## src/rtl/stream_mux_pkg.sv

```systemverilog
// Shared constants and helpers for the stream_mux_rr streaming multiplexer.
package stream_mux_pkg;

    localparam logic MODE_RR    = 1'b0;
    localparam logic MODE_FIXED = 1'b1;

    // Widest channel vector the index helper accepts; callers zero-extend to this.
    localparam int MAX_CH = 16;

    function automatic logic [3:0] onehot_to_idx(input logic [MAX_CH-1:0] onehot);
        logic [3:0] idx;
        idx = '0;
        for (int i = 0; i < MAX_CH; i++) begin
            if (onehot[i]) begin
                idx = idx | 4'(i);
            end
        end
        return idx;
    endfunction

endpackage

```

## src/rtl/rr_arbiter.sv

```systemverilog
// Combinational round-robin arbiter: first requester at or above ptr, wrapping modulo NUM_CH.
module rr_arbiter #(
    parameter int NUM_CH = 4,
    parameter int CH_W   = $clog2(NUM_CH)
) (
    input  logic [NUM_CH-1:0] req,
    input  logic [CH_W-1:0]   ptr,
    output logic [NUM_CH-1:0] grant
);

    logic [CH_W:0]   sum;
    logic [CH_W-1:0] idx;
    logic            found;

    always_comb begin
        grant = '0;
        found = 1'b0;
        sum   = '0;
        idx   = '0;
        for (int o = 0; o < NUM_CH; o++) begin
            sum = {1'b0, ptr} + (CH_W+1)'(o);
            if (sum >= (CH_W+1)'(NUM_CH)) begin
                sum = sum - (CH_W+1)'(NUM_CH);
            end
            idx = sum[CH_W-1:0];
            if (!found && req[idx]) begin
                grant[idx] = 1'b1;
                found      = 1'b1;
            end
        end
    end

endmodule

```

## src/rtl/stream_mux_rr.sv

```systemverilog
// N-channel valid/ready stream mux with round-robin or fixed select and a registered output.
// Define STREAM_MUX_LOCK_EN to hold the grant on one channel until its in_last beat.
module stream_mux_rr
    import stream_mux_pkg::*;
#(
    parameter int NUM_CH = 4,
    parameter int WIDTH  = 8,
    parameter int CH_W   = $clog2(NUM_CH)
) (
    input  logic                    clk,
    input  logic                    rst,
    input  logic [NUM_CH*WIDTH-1:0] in_data,
    input  logic [NUM_CH-1:0]       in_valid,
    input  logic [NUM_CH-1:0]       in_last,
    output logic [NUM_CH-1:0]       in_ready,
    input  logic                    mode,
    input  logic [CH_W-1:0]         sel,
    output logic [WIDTH-1:0]        out_data,
    output logic [CH_W-1:0]         out_ch,
    output logic                    out_last,
    output logic                    out_valid,
    input  logic                    out_ready
);

    logic [WIDTH-1:0]  out_data_reg;
    logic [CH_W-1:0]   out_ch_reg;
    logic              out_last_reg;
    logic              out_valid_reg;
    logic [CH_W-1:0]   ptr_reg;

    logic [NUM_CH-1:0] rr_grant;
    logic [NUM_CH-1:0] fixed_grant;
    logic [NUM_CH-1:0] base_grant;
    logic [NUM_CH-1:0] grant;
    logic [NUM_CH-1:0] xfer_vec;
    logic              can_accept;
    logic              xfer;
    logic              xfer_last;
    logic [CH_W-1:0]   xfer_ch;
    logic [WIDTH-1:0]  xfer_data;
    logic              ptr_advance;
    logic [CH_W-1:0]   ptr_next;

    rr_arbiter #(
        .NUM_CH (NUM_CH),
        .CH_W   (CH_W)
    ) u_arb (
        .req   (in_valid),
        .ptr   (ptr_reg),
        .grant (rr_grant)
    );

    // An out-of-range sel matches no channel, so no grant is produced.
    generate
        for (genvar gi = 0; gi < NUM_CH; gi++) begin : g_fixed
            assign fixed_grant[gi] = (sel == CH_W'(gi));
        end
    endgenerate

    assign base_grant = (mode == MODE_FIXED) ? fixed_grant : rr_grant;

`ifdef STREAM_MUX_LOCK_EN
    logic              locked_reg;
    logic [CH_W-1:0]   lock_ch_reg;
    logic [NUM_CH-1:0] lock_grant;

    generate
        for (genvar gi = 0; gi < NUM_CH; gi++) begin : g_lock
            assign lock_grant[gi] = (lock_ch_reg == CH_W'(gi));
        end
    endgenerate

    assign grant       = locked_reg ? lock_grant : base_grant;
    assign ptr_advance = xfer && xfer_last && (mode == MODE_RR);

    always_ff @(posedge clk or posedge rst) begin
        if (rst) begin
            locked_reg  <= 1'b0;
            lock_ch_reg <= '0;
        end else if (xfer) begin
            locked_reg  <= !xfer_last;
            lock_ch_reg <= xfer_ch;
        end
    end
`else
    assign grant       = base_grant;
    assign ptr_advance = xfer && (mode == MODE_RR);
`endif

    assign can_accept = !out_valid_reg || out_ready;
    // rst gates in_ready directly: the empty output stage would otherwise look ready.
    assign in_ready   = grant & {NUM_CH{can_accept && !rst}};
    assign xfer_vec   = in_valid & in_ready;
    assign xfer       = |xfer_vec;
    assign xfer_last  = |(xfer_vec & in_last);
    assign xfer_ch    = CH_W'(onehot_to_idx(MAX_CH'(xfer_vec)));
    assign ptr_next   = (xfer_ch == CH_W'(NUM_CH-1)) ? '0 : xfer_ch + CH_W'(1);

    always_comb begin
        xfer_data = '0;
        for (int i = 0; i < NUM_CH; i++) begin
            if (xfer_vec[i]) begin
                xfer_data = xfer_data | in_data[i*WIDTH +: WIDTH];
            end
        end
    end

    always_ff @(posedge clk or posedge rst) begin
        if (rst) begin
            out_data_reg  <= '0;
            out_ch_reg    <= '0;
            out_last_reg  <= 1'b0;
            out_valid_reg <= 1'b0;
        end else if (xfer) begin
            out_data_reg  <= xfer_data;
            out_ch_reg    <= xfer_ch;
            out_last_reg  <= xfer_last;
            out_valid_reg <= 1'b1;
        end else if (out_ready) begin
            out_valid_reg <= 1'b0;
        end
    end

    always_ff @(posedge clk or posedge rst) begin
        if (rst) begin
            ptr_reg <= '0;
        end else if (ptr_advance) begin
            ptr_reg <= ptr_next;
        end
    end

    assign out_data  = out_data_reg;
    assign out_ch    = out_ch_reg;
    assign out_last  = out_last_reg;
    assign out_valid = out_valid_reg;

endmodule
```

## config.mk

```make
export PLATFORM = sky130hd
export DESIGN_NAME = stream_mux_rr
export DESIGN_NICKNAME = d
export VERILOG_FILES = /design/src/rtl/stream_mux_pkg.sv /design/src/rtl/rr_arbiter.sv /design/src/rtl/stream_mux_rr.sv
export SDC_FILE = /design/constraint.sdc
export NUM_CORES = 1
export LEC_CHECK = 0
export ABC_AREA = 0
export CAP_MARGIN = 15
export CORE_ASPECT_RATIO = 0.5
export CORE_UTILIZATION = 35
export DETAILED_ROUTE_END_ITERATION = 12
export GPL_ROUTABILITY_DRIVEN = 0
export PLACE_DENSITY = 0.7
export SETUP_SLACK_MARGIN = 0.4
export SLEW_MARGIN = 20
export SYNTH_ARGS = -nofsm -noshare
export SYNTH_HDL_FRONTEND = slang
export SYNTH_SLANG_ARGS = --single-unit
```

## constraint.sdc

```tcl
create_clock -name clk -period 4.65 [get_ports clk]
set_input_delay 1.1625 -clock clk [delete_from_list [all_inputs] [get_ports clk]]
set_output_delay 1.1625 -clock clk [all_outputs]
set_load 0.005 [all_outputs]
```

==> results.cfg, run 1 <==
[clock_network]
ctsRootBufferMaster = clkbuf_8
clk_pin_slew_ps = 60
cts_max_level = 1
cts_hold_buf = 0
tritoncts = yes
clockBufferDepth = 2
clock_sinks = 14
clk_latency_ps = 240
numCtsBuffers = 3

[finish]
fill_cells = 289
area_delta_synth_final_pct = 67.07
num-nets-final = 267
largest_reg_flops = 8
drive_gt1_frac = 0.2629
register_area_um2 = 350.3
antenna-diode-count = 0
multi_input_area_um2 = 945.9
instances_no_fill = 264

[synth]
ys_ff_latch = 14
ys_types = 40
synth_most_common_cell = a22oi_1
synth_commonest_cells = a22oi_1 (18), inv_1 (16), dfrtp_1 (14)
syn-cell-area_um2 = 1345
synth_top_area_share = 0.2605
ys_async_sr_fraction = 1.000
yosys_warnings = 0
synthCells = 134
syn_avg_cell_area_um2 = 10.04
yosys-top-cells-area = dfrtp_1 (26%), a22oi_1 (10%), mux4_2 (6.7%)
yosysSeqAreaShare = 0.2605
synth_top_flop_cell = dfrtp_1
synth-edff-count = 0
syn-num-nets = 187
yosys.area.top_type = dfrtp_1

[die]
core_um2 = 3547
pin_count = 62
die_h_um = 45.84
fp-row-count = 15
die_area_um2 = 4110
die_w_um = 89.67
initial_core_util = 0.3792

[sta]
worst_pin_slew_ps = 658.4
drv_slew = 0
skew_ps = 3.603
grt_setup_unrepaired = true
period_share = 0.9056
final.min_clock_period_ps = 4211
slew_headroom = 0.5595
max_freq_mhz = 237.5
holdWs_ps = 497.3
hold_violations = 0
setup_viol_count_final = 0

[global_route]
grt_pass1_vias = 1283
grt_pass1_wl_um = 5934
antenna_found_initial = 0
grt_max_degree = 18
track_usage = 0.1915
overflow = 0

[critical_path]
worstSetupPathType = in -> out
r2r_end = out_data[6]$_DFFE_PP0P_
r2r_slack_ps = 1030
required_ps = 3490
reg2reg_depth = 12
reg2reg_from = ptr_reg[0]$_DFFE_PP0P_
critPathCaptureType = output pin
arrival_ps = 3050
worstPathMaxFanout = 5
startpoint_type = input port

[hold_path]
min_path_cells = 1
min_from = out_ch[1]$_DFFE_PP0P_
hold_class = reg -> reg
hold_end = out_ch[1]$_DFFE_PP0P_

[place]
place.port_buffers = 61
place_inst = 253
place_hpwl_um = 2817

[power_and_ir_drop]
pwr-share-seq = 0.213
p_leak_nw = 0.9693
power_frac_comb = 0.681
internal_power_w = 0.0006869
p_switching_w = 0.0004352
powerDensity_nw_per_um2 = 499.3
swShare = 0.3878
irDropWorstVdd_mv = 0.1570
clkPwrFrac = 0.106

[route]
drt_wl_total_um = 3909
drt-initial-drc-count = 74
drtAntennaViolNets = 0
avgViaCountPerCell = 5.136
firstDrtPassIters = 4
drc = 0
wl_per_cell_um = 14.81
num_vias = 1356

[run_status]
outcome = completed

[flow_run]
drv_cap = 0
-- what timing repair did --
| action | in CTS | in global routing |
|---|---|---|
| gates resized for setup | 20 | 7 |
| pin swaps | 2 | 4 |
| setup buffers | 6 | 1 |
| endpoints found under the setup margin | 4 | 3 |
-- layout make-up --
| cell class | count | area share |
|---|---|---|
| clock buffers | 4 | 0.02450 |
| inverters | 16 | 0.02673 |
| multi-input cells | 96 | 0.4209 |
| well taps | 51 | 0.02840 |
| flip-flops and latches | 14 | 0.1559 |
| repair buffers | 83 | 0.3435 |
-- through the flow --
step                 power, W  worst slack [ps]  setup TNS, ps  utilization  area, um^2
floorplan           0.0006340             975.6              0            -        1345
global placement    0.0008695             22.39              0       0.5855        2077
detailed placement  0.0008803            -45.45         -68.98       0.5855        2077
CTS                  0.001090             380.6              0       0.6282        2228
global route         0.001193             336.9              0       0.6335        2247
finish               0.001122             438.9              0       0.6335        2247
-- cells in the final DEF (no fill, tap or decap), types with 3 or more instances in the layout --
cell type / instances
clkdlybuf4s50_1: 53
buf_4: 21
a22oi_1: 18
inv_1: 16
dfrtp_1: 14
o211ai_2: 7
ha_1: 7
nor2_1: 5
a21o_1: 5
mux4_2: 4
nand2_1: 4
nand2b_1: 4
clkbuf_8: 4
nor2b_1: 3
a211oi_1: 3
o21a_1: 3
-- worst max path at each step --
stage	start	end	slack [ps]	depth (start not counted)
finish	in_valid[2]	in_ready[2]	440	9
global route	in_valid[2]	in_ready[2]	340	9
CTS	in_valid[2]	in_ready[2]	380	8
detailed placement	in_valid[3]	in_ready[2]	-50	8
global placement	in_valid[3]	in_ready[2]	20	7
floorplan	in_valid[2]	in_ready[3]	980	4
-- power groups by stage --
stage               Combinational [W]  Sequential [W]  Clock (W)
finish                       0.000764        0.000239   0.000119
global placement             0.000632        0.000237          0
floorplan                    0.000411        0.000223          0
CTS                          0.000729        0.000239   0.000122
detailed placement           0.000640        0.000241          0
global route                 0.000817        0.000249   0.000128
-- cell families after synthesis --
logic type      count (synthesis)  synth area share
simple gates                   28            0.1247
buf+inv                        24           0.08558
xor+xnor                        1          0.006513
flops                          14            0.2605
compound gates                 52            0.3591
mux                             8           0.09861
fa+ha+maj                       7           0.06511
-- worst max-delay path, stage by stage --
cell	delay, ps
dlygate4sd2_1	270
mux4_2	510
buf_4	170
buf_4	150
nor4b_2	240
buf_4	160
a2111oi_4	50
nor2b_1	120
clkdlybuf4s15_1	210
-- metal layers --
| layer | vias to the layer above | GRT usage | routed length [um] |
|---|---|---|---|
| met2 | 39 | 0.3379 | 1903 |
| met3 | 6 | 0.03986 | 189 |
| li1 | 672 | - | - |
| met1 | 639 | 0.2495 | 1772 |
| met4 | 0 | 0.02857 | 44 |
| met5 | - | 0 | 0 |
Power figures use the tool's default switching activity.
==> run 2: changes to the inputs <==
--- a/config.mk
+++ b/config.mk
@@ -11,7 +11,7 @@
 export CORE_UTILIZATION = 35
 export DETAILED_ROUTE_END_ITERATION = 12
 export GPL_ROUTABILITY_DRIVEN = 0
-export PLACE_DENSITY = 0.7
+export PLACE_DENSITY = 0.75
 export SETUP_SLACK_MARGIN = 0.4
 export SLEW_MARGIN = 20
 export SYNTH_ARGS = -nofsm -noshare
==> results.cfg, run 2 (same netlist as run 1, synthesis figures left out) <==
[run_status]
outcome = completed

[sta]
drv_slew = 0
setup_ws_ps = 450.1
max_freq_mhz = 238.1
setup_viol_count_final = 0
grt_setup_unrepaired = false
period_share = 0.9032
hold_violations = 0
holdWs_ps = 494.6
final.min_clock_period_ps = 4200
worst_pin_slew_ps = 875.7
slew_headroom = 0.4141
skew_ps = 1.377

[die]
initial_core_util = 0.3792
die_w_um = 89.67
core_um2 = 3547
fp-row-count = 15
die_area_um2 = 4110
die_h_um = 45.84
pin_count = 62

[critical_path]
worstSetupPathType = in -> out
startpoint_type = input port
required_ps = 3490
startpoint = in_valid[3]
reg2reg_from = ptr_reg[0]$_DFFE_PP0P_
arrival_ps = 3040
worstPathMaxFanout = 11
critPathCaptureType = output pin

[route]
firstDrtPassIters = 4
drt-initial-drc-count = 58
drtAntennaViolNets = 0
num_vias = 1357
drt_wl_total_um = 3844
avgViaCountPerCell = 5.239
wl_per_cell_um = 14.84
drc = 0

[place]
place_ws_ps = -1.611
place.port_buffers = 61
place_inst = 251
place_hpwl_um = 2874

[power_and_ir_drop]
power_frac_comb = 0.670
powerDensity_nw_per_um2 = 493.8
clkPwrFrac = 0.109
pwr-share-seq = 0.220
irDropWorstVdd_mv = 0.1508
internal_power_w = 0.0006701
p_leak_nw = 0.9545
swShare = 0.3827
p_switching_w = 0.0004155

[flow_run]
drv_cap = 0

[clock_network]
clk_pin_slew_ps = 60
clockBufferDepth = 2
cts_hold_buf = 0
cts_max_level = 1
ctsRootBufferMaster = clkbuf_8
clock_sinks = 14
tritoncts = yes
clk_latency_ps = 240
numCtsBuffers = 3

[global_route]
grt_pass1_wl_um = 5837
overflow = 0
antenna_found_initial = 0
track_usage = 0.1915
grt_max_degree = 18
grt_pass1_vias = 1263

[finish]
antenna-diode-count = 0
instances_no_fill = 259
largest_reg_flops = 8
final_util = 0.6198
drive_gt1_frac = 0.2212
mostFrequentLayoutCells = clkdlybuf4s50_1 (53), a22oi_1 (18), inv_1 (16)
mostFrequentLayoutCell = clkdlybuf4s50_1
area_delta_synth_final_pct = 63.44
num-nets-final = 262

[hold_path]
min_from = out_ch[1]$_DFFE_PP0P_
hold_class = reg -> reg
[run 2: power by group through the flow]
stage / sequential, W / clock [W] / combinational [W]
CTS: 0.000240 / 0.000121 / 0.000684
finish: 0.000239 / 0.000119 / 0.000728
detailed placement: 0.000242 / 0 / 0.000644
global route: 0.000249 / 0.000128 / 0.000783
floorplan: 0.000223 / 0 / 0.000411
global placement: 0.000236 / 0 / 0.000635
[run 2: per-stage QoR]
stage               setup TNS, ps  cell area (um^2)  total power, W
global placement                0              2062       0.0008714
finish                          0              2198        0.001086
floorplan                       0              1345       0.0006340
CTS                             0              2155        0.001045
detailed placement         -1.611              2062       0.0008865
global route                    0              2198        0.001161
[run 2: what timing repair did]
action / in CTS / in global routing
buffers inserted: 1 / 3
setup endpoints to repair: 4 / 3
gates resized for setup: 13 / 6
pin swaps: 1 / 3
cloned: 0 / 0
[run 2: worst paths after layout]
path,to,slack (ps),cells past startpoint
min in group asynchronous,ptr_reg[1]$_DFFE_PP0P_,1380,2
min reg2reg,out_ch[1]$_DFFE_PP0P_,490,1
max reg2reg,ptr_reg[1]$_DFFE_PP0P_,970,12
max,in_ready[3],450,7
min,out_ch[1]$_DFFE_PP0P_,490,1
max in group asynchronous,out_data[7]$_DFFE_PP0P_,2910,2
[run 2: layer usage]
metal  share of wire  global-route usage  wire (um)  vias up
li1                -                   -          -      661
met1            0.42              0.2497       1609      657
met2            0.52              0.3242       2007       33
met3           0.043             0.03080        164        6
met4           0.016             0.07302         61        0
met5               0                   0          0        -
[run 2: critical path, stage by stage]
cell	delay, ps
dlygate4sd2_1	280
mux4_2	510
buf_6	170
a21o_1	170
a311o_1	300
o21a_1	180
dlygate4sd2_1	260
[run 2: cell type report]
cell class              count  area (um^2)
clock buffers               4        55.05
fillers                   299         1349
inverters                  16        60.06
multi-input cells          96        933.4
flip-flops and latches     14        350.3
well taps                  51        63.81
repair buffers             78        735.7
